===== config.mk =====
export PLATFORM = sky130hd
export DESIGN_NAME = stream_mux_arb
export DESIGN_NICKNAME = d
export VERILOG_FILES = /design/src/rtl/cpu_mux_pkg.sv /design/src/rtl/rr_arbiter.sv /design/src/rtl/stream_mux_arb.sv
export SDC_FILE = /design/constraint.sdc
export NUM_CORES = 1
export LEC_CHECK = 0
export BUFFER_PORTS_ARGS = -buffer_cell sky130_fd_sc_hd__buf_4
export CAP_MARGIN = 5
export CORE_AREA = 3 3 96 61
export DETAILED_ROUTE_END_ITERATION = 8
export DIE_AREA = 0 0 99 64
export GPL_TIMING_DRIVEN = 1
export PLACE_DENSITY_LB_ADDON = 0.05
export REMOVE_ABC_BUFFERS = 1
export SYNTH_ARGS = -nofsm -noshare
export SYNTH_HDL_FRONTEND = slang
export SYNTH_HIERARCHICAL = 1
export SYNTH_SLANG_ARGS = --single-unit

===== constraint.sdc =====
create_clock -name clk -period 11.1 [get_ports clk]
set_input_delay 2.22 -clock clk [delete_from_list [all_inputs] [get_ports clk]]
set_output_delay 2.22 -clock clk [all_outputs]
set_load 0.1 [all_outputs]

===== src/rtl/cpu_mux_pkg.sv =====
// Shared definitions for the CPU datapath stream mux: selection modes and FSM states.
// Latency: n/a (definitions only).
// Backpressure: n/a.
package cpu_mux_pkg;

    localparam int MODE_FIXED = 0;
    localparam int MODE_RR    = 1;
    localparam int MODE_EXT   = 2;

    typedef enum logic {
        IDLE = 1'b0,
        LOCK = 1'b1
    } state_t;

endpackage


===== src/rtl/rr_arbiter.sv =====
// Combinational pointer-based arbiter: grants the first request at or after ptr, wrapping N-1 -> 0.
// Latency: 0 cycles (purely combinational).
// Backpressure: none; the caller qualifies the grant with its own load condition.
module rr_arbiter #(
    parameter int N     = 8,
    parameter int SEL_W = $clog2(N)
) (
    input  logic [N-1:0]     req,
    input  logic [SEL_W-1:0] ptr,
    output logic             gnt_valid,
    output logic [SEL_W-1:0] gnt_idx
);

    // Walk offsets from farthest to nearest so the request closest to ptr is the final winner.
    always_comb begin
        int idx;
        idx       = 0;
        gnt_valid = 1'b0;
        gnt_idx   = '0;
        for (int off = N - 1; off >= 0; off--) begin
            idx = int'(ptr) + off;
            if (idx >= N) begin
                idx = idx - N;
            end
            if (req[idx[SEL_W-1:0]]) begin
                gnt_valid = 1'b1;
                gnt_idx   = idx[SEL_W-1:0];
            end
        end
    end

endmodule


===== src/rtl/stream_mux_arb.sv =====
// Registered N:1 stream mux with fixed / round-robin / external-select arbitration and packet locking.
// Latency: 1 cycle from input acceptance to out_valid.
// Backpressure: in_ready only while the output register is empty or draining; a stalled output holds.
module stream_mux_arb
    import cpu_mux_pkg::*;
#(
    parameter int WIDTH = 6,
    parameter int N     = 8,
    parameter int SEL_W = $clog2(N),
    parameter int MODE  = MODE_RR
) (
    input  logic               clk,
    input  logic               rst_n,
    input  logic [N*WIDTH-1:0] in_data,
    input  logic [N-1:0]       in_valid,
    input  logic [N-1:0]       in_last,
    output logic [N-1:0]       in_ready,
    input  logic [SEL_W-1:0]   sel,
    output logic [WIDTH-1:0]   out_data,
    output logic               out_valid,
    output logic               out_last,
    output logic [SEL_W-1:0]   out_src,
    input  logic               out_ready
);

    // Valid/last padded to the full index range so an out-of-range select reads as "not valid".
    localparam int NPAD = 1 << SEL_W;

    state_t           state;
    state_t           state_nxt;
    logic [SEL_W-1:0] lock_src;
    logic [SEL_W-1:0] rr_ptr;
    logic [SEL_W-1:0] arb_ptr;
    logic [NPAD-1:0]  valid_pad;
    logic [NPAD-1:0]  last_pad;
    logic             arb_vld;
    logic [SEL_W-1:0] arb_idx;
    logic             gnt_vld;
    logic [SEL_W-1:0] gnt_idx;
    logic             load;
    logic             accept;
    logic             beat_last;

    assign valid_pad = NPAD'(in_valid);
    assign last_pad  = NPAD'(in_last);

    // Fixed priority is round-robin with the pointer pinned at source 0.
    assign arb_ptr = (MODE == MODE_RR) ? rr_ptr : '0;

    rr_arbiter #(
        .N     (N),
        .SEL_W (SEL_W)
    ) u_arb (
        .req       (in_valid),
        .ptr       (arb_ptr),
        .gnt_valid (arb_vld),
        .gnt_idx   (arb_idx)
    );

    // Grant source: frozen lock owner, external select, or arbiter result.
    always_comb begin
        gnt_vld = 1'b0;
        gnt_idx = '0;
        if (state == LOCK) begin
            gnt_vld = valid_pad[lock_src];
            gnt_idx = lock_src;
        end else if (MODE == MODE_EXT) begin
            gnt_vld = valid_pad[sel];
            gnt_idx = sel;
        end else begin
            gnt_vld = arb_vld;
            gnt_idx = arb_idx;
        end
    end

    // Reset gates acceptance so no source sees ready while rst_n is low.
    assign load      = !out_valid || out_ready;
    assign accept    = rst_n && load && gnt_vld;
    assign beat_last = last_pad[gnt_idx];

    // One-hot ready towards the granted source only.
    always_comb begin
        in_ready = '0;
        if (accept) begin
            in_ready[gnt_idx] = 1'b1;
        end
    end

    // Packet lock: enter on a non-last beat, leave on the owner's last beat.
    always_comb begin
        state_nxt = state;
        case (state)
            IDLE:    if (accept && !beat_last) state_nxt = LOCK;
            LOCK:    if (accept && beat_last)  state_nxt = IDLE;
            default: state_nxt = IDLE;
        endcase
    end

    // State register.
    always_ff @(posedge clk or negedge rst_n) begin
        if (!rst_n) begin
            state <= IDLE;
        end else begin
            state <= state_nxt;
        end
    end

    // Lock owner captured on packet start; round-robin pointer advances only on packet completion.
    always_ff @(posedge clk or negedge rst_n) begin
        if (!rst_n) begin
            lock_src <= '0;
            rr_ptr   <= '0;
        end else if (accept) begin
            if (!beat_last) begin
                lock_src <= gnt_idx;
            end else begin
                rr_ptr <= (gnt_idx == SEL_W'(N - 1)) ? '0 : gnt_idx + 1'b1;
            end
        end
    end

    // Output register: refill on load, bubble when nothing is accepted, hold while stalled.
    always_ff @(posedge clk or negedge rst_n) begin
        if (!rst_n) begin
            out_valid <= 1'b0;
            out_data  <= '0;
            out_last  <= 1'b0;
            out_src   <= '0;
        end else if (load) begin
            out_valid <= accept;
            if (accept) begin
                out_data <= in_data[gnt_idx*WIDTH +: WIDTH];
                out_last <= beat_last;
                out_src  <= gnt_idx;
            end
        end
    end

endmodule


# After elaboration in Yosys (flattened, before gate mapping)
# Index checks and enable logic that the tools add are counted.
[word_totals]
output_inout_bits = 19
regBits = 18
in_bits = 70
[op_classes]
add_sub_neg = 16
magnitude_cmp = 19
mul = 1
reduce_logical = 11
muxes = 53
bitwise_logic = 2
eq_ne = 1
shift = 1
[op_table]
columns = ["cell", "n"]
rows = [
  ["3-bit 2-to-1 mux", 18],
  ["48-bit by 7-bit indexed part select with 6-bit output", 1],
  ["3-bit by 4-bit < comparator with 1-bit output, second input constant", 10],
  ["1-bit binary-select mux with 3-bit select", 10],
  ["4-bit greater-or-equal comparator, second input constant", 7],
  ["3-bit by 1-bit subtractor with 3-bit output, second input constant", 8],
  ["1-bit 2-to-1 mux", 22],
  ["3-bit by 3-bit adder with 4-bit output, second input constant", 4],
  ["3-bit by 2-bit adder with 4-bit output, second input constant", 2],
  ["8-bit 2-to-1 mux", 1],
  ["2-bit AND reduction", 3],
  ["1-bit logical AND", 5],
  ["3-bit by 2-bit multiplier with 5-bit output, second input constant", 1],
  ["3-bit by 1-bit adder with 4-bit output, second input constant", 1],
  ["3-bit by 4-bit greater-or-equal comparator with 1-bit output, second input constant", 1],
  ["3-bit by 1-bit adder with 3-bit output, second input constant", 1],
  ["1-bit demux with 3-bit select", 1],
  ["3-bit == test, second input constant", 1],
  ["3-bit by 1-bit greater-or-equal comparator with 1-bit output, second input constant", 1],
  ["1-bit logical NOT", 2],
  ["1-bit inverter", 2],
  ["1-bit one-hot mux with 2 select lines", 1],
  ["1-bit logical OR", 1],
]

# Longest topological paths before layout
# Gate-level depths: netlist of the first run.
[depth]
ltp_word = 20
depth_mapped = 18
depth_no_buf = 14

# Cells and area by module
# Netlist of the first run, hierarchy kept.
[modules_own_cells]
columns = ["module", "seq_area_each_um2", "instances", "cells_per_inst", "area_per_inst_um2"]
rows = [
  ["stream_mux_arb", 450.4, 1, 142, 1370.1],
  ["rr_arbiter", 0.0, 1, 90, 782.0],
]

# Least setup slack after synthesis of the first run
# Ideal clock, no wire load.
[synth_timing]
path_kind = "input to output"
from = "in in_valid[0]"
to = "out in_ready[0]"
setup_slack_ns = 2.966
arrival_ns = 5.914
n_path_buf = 2
path_stages = 11
required_time_ns = 8.880
cell_sequence = "mux4_1 > mux2_4 > o21ai_2 > a31oi_1 > o21bai_1 > mux2_1 > mux2_4 > buf_4 > buf_2 > nand2b_1 > nor2_1"
[synth_between]
elab_chain_cells = 16
[synth_rtl]
columns = ["item", "line_no", "rtl"]
rows = [
  ["start, declared", "stream_mux_arb.sv:15", "input logic [N-1:0] in_valid,"],
  ["1-bit binary-select mux with 3-bit select", "rr_arbiter.sv:25", "if (req[idx[SEL_W-1:0]]) begin"],
  ["1-bit 2-to-1 mux (not written as such)", "rr_arbiter.sv:25", ""],
  ["3-bit 2-to-1 mux (7 in a row)", "rr_arbiter.sv:25", ""],
  ["3-bit 2-to-1 mux *", "rr_arbiter.sv:25", ""],
  ["via arb_idx[0]", "stream_mux_arb.sv:37", "logic [SEL_W-1:0] arb_idx;"],
  ["3-bit 2-to-1 mux *", "stream_mux_arb.sv:64", "if (state == LOCK) begin"],
  ["via gnt_idx[0]", "stream_mux_arb.sv:39", "logic [SEL_W-1:0] gnt_idx;"],
  ["3-bit by 4-bit < comparator with 1-bit output (not written as such) or 3-bit by 1-bit greater-or-equal comparator with 1-bit output (tied branches)", "stream_mux_arb.sv:85", "in_ready[gnt_idx] = 1'b1;"],
  ["1-bit logical AND (not written as such)", "stream_mux_arb.sv:85", ""],
  ["1-bit 2-to-1 mux (not written as such)", "stream_mux_arb.sv:85", ""],
  ["1-bit demux with 3-bit select *", "stream_mux_arb.sv:85", ""],
  ["8-bit 2-to-1 mux *", "stream_mux_arb.sv:84", "if (accept) begin"],
  ["end, declared", "stream_mux_arb.sv:17", "output logic [N-1:0] in_ready,"],
]
# Mark *: on every way through the listed nets, which the timed path passes. The rest lies on a longest branch. The select of a mux whose other input is x is not followed.

# Final worst setup path of the first run
[layout_timing]
from = "in in_valid[0]"
to = "out in_ready[4]"
[layout_between]
elab_chain_cells = 16
[layout_rtl]
columns = ["item", "line_no"]
rows = [
  ["1-bit binary-select mux with 3-bit select", "rr_arbiter.sv:25"],
  ["1-bit 2-to-1 mux (not written as such)", "rr_arbiter.sv:25"],
  ["3-bit 2-to-1 mux (7 in a row)", "rr_arbiter.sv:25"],
  ["3-bit 2-to-1 mux *", "rr_arbiter.sv:25"],
  ["via arb_idx[0]", "stream_mux_arb.sv:37"],
  ["3-bit 2-to-1 mux *", "stream_mux_arb.sv:64"],
  ["3-bit by 4-bit < comparator with 1-bit output (not written as such) or 3-bit by 1-bit greater-or-equal comparator with 1-bit output (tied branches)", "stream_mux_arb.sv:85"],
  ["1-bit logical AND (not written as such)", "stream_mux_arb.sv:85"],
  ["1-bit 2-to-1 mux (not written as such)", "stream_mux_arb.sv:85"],
  ["1-bit demux with 3-bit select *", "stream_mux_arb.sv:85"],
  ["8-bit 2-to-1 mux *", "stream_mux_arb.sv:84"],
]
# Marks and branches as above.

==> results of run 1 <==
==> area by class of cell <==
| class | instances | area [um2] | area share [%] |
|---|---|---|---|
| well taps | 66 | 82.6 | 2.90 |
| repair buffers | 86 | 646 | 22.7 |
| inverters | 7 | 26.3 | 0.923 |
| flip-flops and latches | 18 | 450 | 15.8 |
| clock buffers | 4 | 55.1 | 1.93 |
| multi-input cells | 193 | 1590 | 55.7 |
==> cells by family after synthesis <==
logic type,share of synthesized area (%)
simple gates,14.9
flops,20.9
xor+xnor,1.22
mux,36.7
compound gates,18.5
buf+inv,5.41
fa+ha+maj,2.33
==> through the flow <==
step | hold slack, ns | instances | utilization [%] | setup slack, ns
floorplan | 0.594 | 218 | - | 3.12
global placement | 0.486 | 370 | 55.5 | 3.60
detailed placement | 0.489 | 370 | 55.5 | 3.61
CTS | 0.509 | 374 | 56.6 | 3.60
global route | 0.548 | 374 | 56.6 | 3.43
finish | 0.504 | 374 | 56.6 | 3.59
==> final timing paths <==
path,start,to,slack (ns),cells past startpoint
worst max-delay path,in_valid[0],in_ready[4],3.59,11
worst min-delay path,out_src[0],out_src[0],0.50,1
worst max register to register,arb_ptr[1],lock_src[2],6.18,13
worst min register to register,out_src[0],out_src[0],0.50,1
max in group asynchronous,rst_n,out_data[3],9.07,1
min in group asynchronous,rst_n,out_data[0],1.83,1
==> critical path: stages <==
cell and delay [ns]:
buf_4 0.13, mux4_1 0.64, mux2_4 0.34, o21ai_2 0.13
a31oi_1 0.09, o21bai_1 0.14, mux2_1 0.33, mux2_4 0.48
nand2b_1 0.32, nor2_1 0.14, buf_4 0.31
==> placed cells by master, fill, tap and decap left out, types with 5 or more instances in the layout <==
| master | n |
|---|---|
| nand2b_1 | 5 |
| o22ai_1 | 14 |
| dfrtp_1 | 18 |
| mux4_2 | 6 |
| mux2i_1 | 29 |
| a21oi_1 | 13 |
| buf_4 | 86 |
| mux4_1 | 5 |
| nor2_1 | 30 |
| inv_1 | 7 |
| mux2_2 | 17 |
| nand2_1 | 16 |
==> sequential cells by signal, summed over array words and instances (netlist names), named ones only <==
name,cells
out_last,1
arb_ptr,3
out_data,6
out_valid,1
out_src,3
lock_src,3
==> layer usage <==
| metal | wire length (um) | part of all wire, % |
|---|---|---|
| met4 | 8 | 0.13 |
| met1 | 3350 | 53 |
| met3 | 506 | 8.1 |
| met5 | 0 | 0 |
| met2 | 2420 | 38 |
==> impl_metrics.yaml, run 1 <==
min_path:
  hold_path.class: "reg -> reg"
logic_synthesis:
  yosysSeqAreaShare_pct: 20.9
  synth_top_area_share_pct: 20.9
  synth_area_um2: 2150
  yosys.area.top_type: "dfrtp_1"
  synthTopCellsByArea: "dfrtp_1 (21%), mux2i_1 (13%), mux2_2 (8.9%), mux4_2 (6.3%), mux4_1 (6.1%)"
  yosys_warnings: 6
  async_flop_share_pct: 100
  syn_avg_cell_area_um2: 9.28
  yosysMostFrequentCell: "nor2_1"
  synth-main-ff-cell: "dfrtp_1"
  synthCells: 232
  ys_ff_latch: 18
  synth_edf_count: 0
  ys_top_cells_by_count: "nor2_1 (30), mux2i_1 (29), dfrtp_1 (18)"
  synth_cell_type_count: 55
clock_network:
  cts_resized: 0
  numCtsBuffers: 3
  cts_setup_buffers: 0
  clk_pin_slew_ns: 0.07
  root_buffer: "clkbuf_8"
  cts_buffer_depth: 2
  insertion_delay_ns: 0.25
  tritoncts_num_sinks: 18
  ctsHtreeMaxLevel: 1
  cts_hold_buffers: 0
  tritoncts: "built"
final_layout:
  finalInstanceArea_um2: 2850
  n_antenna_cell: 0
  drive_above_1_share_pct: 39.3
  fillers: 451
  syn_to_final_growth_pct: 32.2
  nNetsFinal: 383
routing:
  vias: 2087
  wl_per_cell_um: 16.8
  drtAntennaViolNets: 0
  drc_errors: 0
  drt_iter0_drc: 190
  wirelength_um: 6280
  dr.pass1.iters: 5
  vias_per_cell: 5.58
sta:
  max_freq_mhz: 133
  period_needed_ns: 7.51
  slew_violations: 0
  setup_viol: 0
  worstMarginPinSlew_ns: 0.846
  fin_setup_tns_ns: 0
  rsz0062_at_grt: "false"
  final_hold_viol_count: 0
  slew_headroom_pct: 43.6
  fin_crit_sh_pct: 67.6
  clock_skew_ns: 0.00259
floorplan:
  die-area_um2: 6340
  ioPinCount: 89
  die_h_um: 64
  core_area_um2: 5030
  fp-row-count: 20
  die_w_um: 99
  initial_core_util_pct: 42.8
global_routing:
  antenna_found_initial: 0
  grt_pass1_vias: 1910
  grt_use_total_pct: 19.4
  grt_use_met3_pct: 3.82
  grt_first_pass_wirelength_um: 10000
  grtUsageMet1_pct: 33.6
  busiest_layer: "met1"
  grt_start_max_net_pins: 34
  overflow: 0
  grt_use_met2_pct: 24.9
critical_path:
  arrival_ns: 5.29
  crit_fanout: 33
  cp-end-kind: "output port"
  crit_type: "in -> out"
  cp-start-kind: "primary input"
  worstPathRequired_ns: 8.88
placed_design:
  place.gp.congestion: 0.878
  place_area_um2: 2790
  place.detailed.hpwl_um: 4910
  portBuffers: 85
flow_run:
  drv_cap: 0
run_status:
  status: "complete, no violations"
Power of run 1 is left out: the tool's default activity adds up to more than one toggle a clock period on the data nets, which glitch-free logic cannot reach.
==> run 2, diff against run 1 <==
==> constraint.sdc (replaced) <==
create_clock -name clk -period 6.6 [get_ports clk]
set_input_delay 1.32 -clock clk [delete_from_list [all_inputs] [get_ports clk]]
set_output_delay 1.32 -clock clk [all_outputs]
set_load 0.1 [all_outputs]
==> impl_metrics.yaml, run 2 (same netlist as run 1, synthesis figures left out) <==
routing:
  drtAntennaViolNets: 0
  drc_errors: 0
  dr.pass1.iters: 4
  vias_per_cell: 5.64
  wl_per_cell_um: 17.0
  wirelength_um: 6430
  vias: 2133
  drt_iter0_drc: 86
sta:
  final_hold_viol_count: 0
  period_needed_ns: 5.67
  max_freq_mhz: 176
  clock_skew_ns: 0.00210
  fin_setup_tns_ns: 0
  slew_violations: 0
  slew_headroom_pct: 47.9
  rsz0062_at_grt: "false"
  setup_viol: 0
  worstMarginPinSlew_ns: 0.781
  fin_crit_sh_pct: 86.0
placed_design:
  portBuffers: 85
  place.detailed.hpwl_um: 5080
  place.gp.congestion: 0.921
final_layout:
  layout_common_cells: "buf_4 (90), nor2_1 (30), mux2i_1 (29), dfrtp_1 (18), mux2_2 (17)"
  fillers: 461
  syn_to_final_growth_pct: 33.6
  layout_commonest_cell: "buf_4"
  largest_reg_flops: 6
  drive_above_1_share_pct: 40.1
  nNetsFinal: 387
  n_antenna_cell: 0
  regMostFlops: "out_data"
clock_network:
  numCtsBuffers: 3
  tritoncts: "built"
  tritoncts_num_sinks: 18
  cts_buffer_depth: 2
  root_buffer: "clkbuf_8"
  insertion_delay_ns: 0.25
  ctsHtreeMaxLevel: 1
  cts_hold_buffers: 0
  cts_resized: 0
  cts_setup_buffers: 0
  clk_pin_slew_ns: 0.07
critical_path:
  crit_fanout: 32
  crit_type: "reg -> out"
  arrival_ns: 4.35
  worstPathRequired_ns: 5.28
  cp-start-kind: "register"
  cp-end-kind: "output port"
min_path:
  hold_path.class: "reg -> reg"
floorplan:
  core_area_um2: 5030
  fp-row-count: 20
  die-area_um2: 6340
  initial_core_util_pct: 42.8
  die_w_um: 99
  ioPinCount: 89
  die_h_um: 64
global_routing:
  antenna_found_initial: 0
  grt_start_max_net_pins: 33
  grt_use_total_pct: 20.0
  grt_first_pass_wirelength_um: 10400
  overflow: 0
  grt_pass1_vias: 2037
flow_run:
  drv_cap: 0
run_status:
  status: "complete, no violations"
-- run 2: cell types whose count changed in the layout (fill, tap and decap cells not counted) --
| cell | delta |
|---|---|
| buf_4 | +4 |
-- run 2: per-layer routing --
layer  GRT usage, %  vias up  wire, um
li1               -     1049         -
met5              0        -         0
met2           27.6       65      2570
met1           33.5     1019      3510
met4           1.36        0         0
met3           2.94        0       354
-- run 2: layout make-up --
class	instances	area, um2	share of cell area, %
Tap cell	66	82.6	2.87
Multi-Input combinational cell	193	1590	55.1
Inverter	7	26.3	0.914
Clock buffer	4	55.1	1.91
Timing Repair Buffer	90	676	23.5
Sequential cell	18	450	15.7
-- run 2: critical path, stage by stage (launching register included) --
cell      delay, ns
dfrtp_1        0.76
inv_1          0.17
ha_1           0.54
mux4_1         0.48
mux2_4         0.34
o21ai_2        0.14
a31oi_1        0.09
o21bai_1       0.16
mux2_1         0.35
mux2_4         0.28
buf_4          0.28
nand2_1        0.18
nor2_1         0.06
buf_4          0.24
-- run 2: metrics by stage --
step                      instances  util [%]  setup WS (ns)  hold slack [ns]  cell area (um2)
after global routing            378      57.2          0.648            0.547             2880
final                           378      57.2          0.925            0.505             2880
after floorplan                 218         -          0.424            0.594             2060
after CTS                       378      57.2          0.957            0.509             2880
after global placement          374      56.1           1.10            0.485             2820
after detailed placement        374      56.1           1.05            0.481             2820
-- run 2: path summary, 6_finish.rpt --
kind | start | to | slack (ns) | depth (start not counted)
max in group asynchronous | rst_n | out_data[3] | 5.47 | 1
min reg2reg | out_src[0] | out_src[0] | 0.51 | 1
min in group asynchronous | rst_n | out_data[1] | 0.93 | 1
max reg2reg | arb_ptr[0] | lock_src[2] | 1.69 | 14
max | arb_ptr[0] | in_ready[3] | 0.93 | 13
min | out_src[0] | out_src[0] | 0.51 | 1
Power of run 2 is left out for the same reason.
==> run 3, diff against run 2 <==
--- a/config.mk
+++ b/config.mk
@@ -7,9 +7,9 @@
 export LEC_CHECK = 0
 export BUFFER_PORTS_ARGS = -buffer_cell sky130_fd_sc_hd__buf_4
 export CAP_MARGIN = 5
-export CORE_AREA = 3 3 96 61
+export CORE_AREA = 3 3 64 90
 export DETAILED_ROUTE_END_ITERATION = 8
-export DIE_AREA = 0 0 99 64
+export DIE_AREA = 0 0 67 93
 export GPL_TIMING_DRIVEN = 1
 export PLACE_DENSITY_LB_ADDON = 0.05
 export REMOVE_ABC_BUFFERS = 1
==> impl_metrics.yaml, run 3 (same netlist as run 1, synthesis figures left out) <==
final_layout:
  fillers: 492
  syn_to_final_growth_pct: 32.6
  nNetsFinal: 384
  layout_commonest_cell: "buf_4"
  layout_common_cells: "buf_4 (87), nor2_1 (30), mux2i_1 (29), dfrtp_1 (18), mux2_2 (17)"
  n_antenna_cell: 0
  largest_reg_flops: 6
  regMostFlops: "out_data"
  drive_above_1_share_pct: 39.5
global_routing:
  grt_pass1_vias: 2120
  grt_first_pass_wirelength_um: 10400
  antenna_found_initial: 0
  grt_use_total_pct: 21.4
  grt_start_max_net_pins: 34
  overflow: 0
sta:
  rsz0062_at_grt: "false"
  slew_headroom_pct: 34.3
  clock_skew_ns: 0.000674
  setup_viol: 0
  period_needed_ns: 5.72
  slew_violations: 0
  fin_setup_tns_ns: 0
  final_hold_viol_count: 0
  max_freq_mhz: 175
  fin_crit_sh_pct: 86.7
  worstMarginPinSlew_ns: 0.985
clock_network:
  root_buffer: "clkbuf_8"
  cts_resized: 0
  cts_hold_buffers: 0
  ctsHtreeMaxLevel: 1
  clk_pin_slew_ns: 0.07
  cts_setup_buffers: 0
  tritoncts_num_sinks: 18
  tritoncts: "built"
  insertion_delay_ns: 0.25
  numCtsBuffers: 3
  cts_buffer_depth: 2
critical_path:
  worstPathRequired_ns: 5.28
  crit_fanout: 33
  cp-end-kind: "output port"
  cp-start-kind: "primary input"
  arrival_ns: 4.40
  crit_type: "in -> out"
  rrSetupSlack_ns: 1.97
  reg2reg_from: "arb_ptr[0]"
  setup.worst_path.start: "in_valid[0]"
min_path:
  hold_path.class: "reg -> reg"
  min-delay-start: "out_src[0]"
floorplan:
  die-area_um2: 6230
  initial_core_util_pct: 42.0
  die_w_um: 67
  ioPinCount: 89
  core_area_um2: 5120
  die_h_um: 93
  fp-row-count: 31
run_status:
  status: "complete, no violations"
routing:
  vias_per_cell: 5.57
  dr.pass1.iters: 4
  drc_errors: 0
  drt_iter0_drc: 99
  vias: 2089
  wl_per_cell_um: 17.0
  drtAntennaViolNets: 0
  wirelength_um: 6360
placed_design:
  place.detailed.hpwl_um: 5110
  place.gp.congestion: 0.832
  portBuffers: 85
flow_run:
  drv_cap: 0
run 3: cell types whose count changed in the layout (fill, tap and decap cells not counted), sizes merged:
cell / before / now
buf: 90 / 87
run 3: through the flow:
stage	setup WS (ns)	hold WS (ns)	utilization, %	instance area (um2)	cells
after floorplan	0.424	0.594	-	2060	218
after global placement	0.947	0.478	54.6	2800	371
after detailed placement	0.894	0.490	54.6	2800	371
after CTS	0.867	0.509	55.7	2850	375
after global routing	0.523	0.530	55.7	2850	375
final	0.879	0.509	55.7	2850	375
run 3: final timing paths:
check / to / cells past startpoint
max: in_ready[4] / 11
min: out_src[0] / 1
max reg2reg: lock_src[2] / 13
min reg2reg: out_src[0] / 1
max in group asynchronous: out_data[5] / 1
min in group asynchronous: out_last / 1
run 3: routing by layer:
layer	global-route usage, %	vias to the layer above	wire length, um
li1	-	1045	-
met1	25.4	985	2540
met2	39.1	47	3470
met3	2.28	12	200
met4	6.60	0	144
met5	0	-	0
run 3: critical path, cell delays in order:
cell      delay, ns
buf_4          0.13
mux4_1         0.61
mux2_4         0.33
o21ai_2        0.13
a31oi_1        0.11
o21bai_1       0.17
mux2_1         0.33
mux2_4         0.48
nand2b_1       0.29
nor2_1         0.18
buf_4          0.30
run 3: area by class of cell:
| cell class | count | area [um2] | share of cell area, % |
|---|---|---|---|
| tap | 66 | 82.6 | 2.89 |
| timing repair buffer | 87 | 653 | 22.9 |
| inverter | 7 | 26.3 | 0.921 |
| multi-input combinational | 193 | 1590 | 55.6 |
| clock buffer | 4 | 55.1 | 1.93 |
| sequential | 18 | 450 | 15.8 |
Power of run 3 is left out for the same reason.
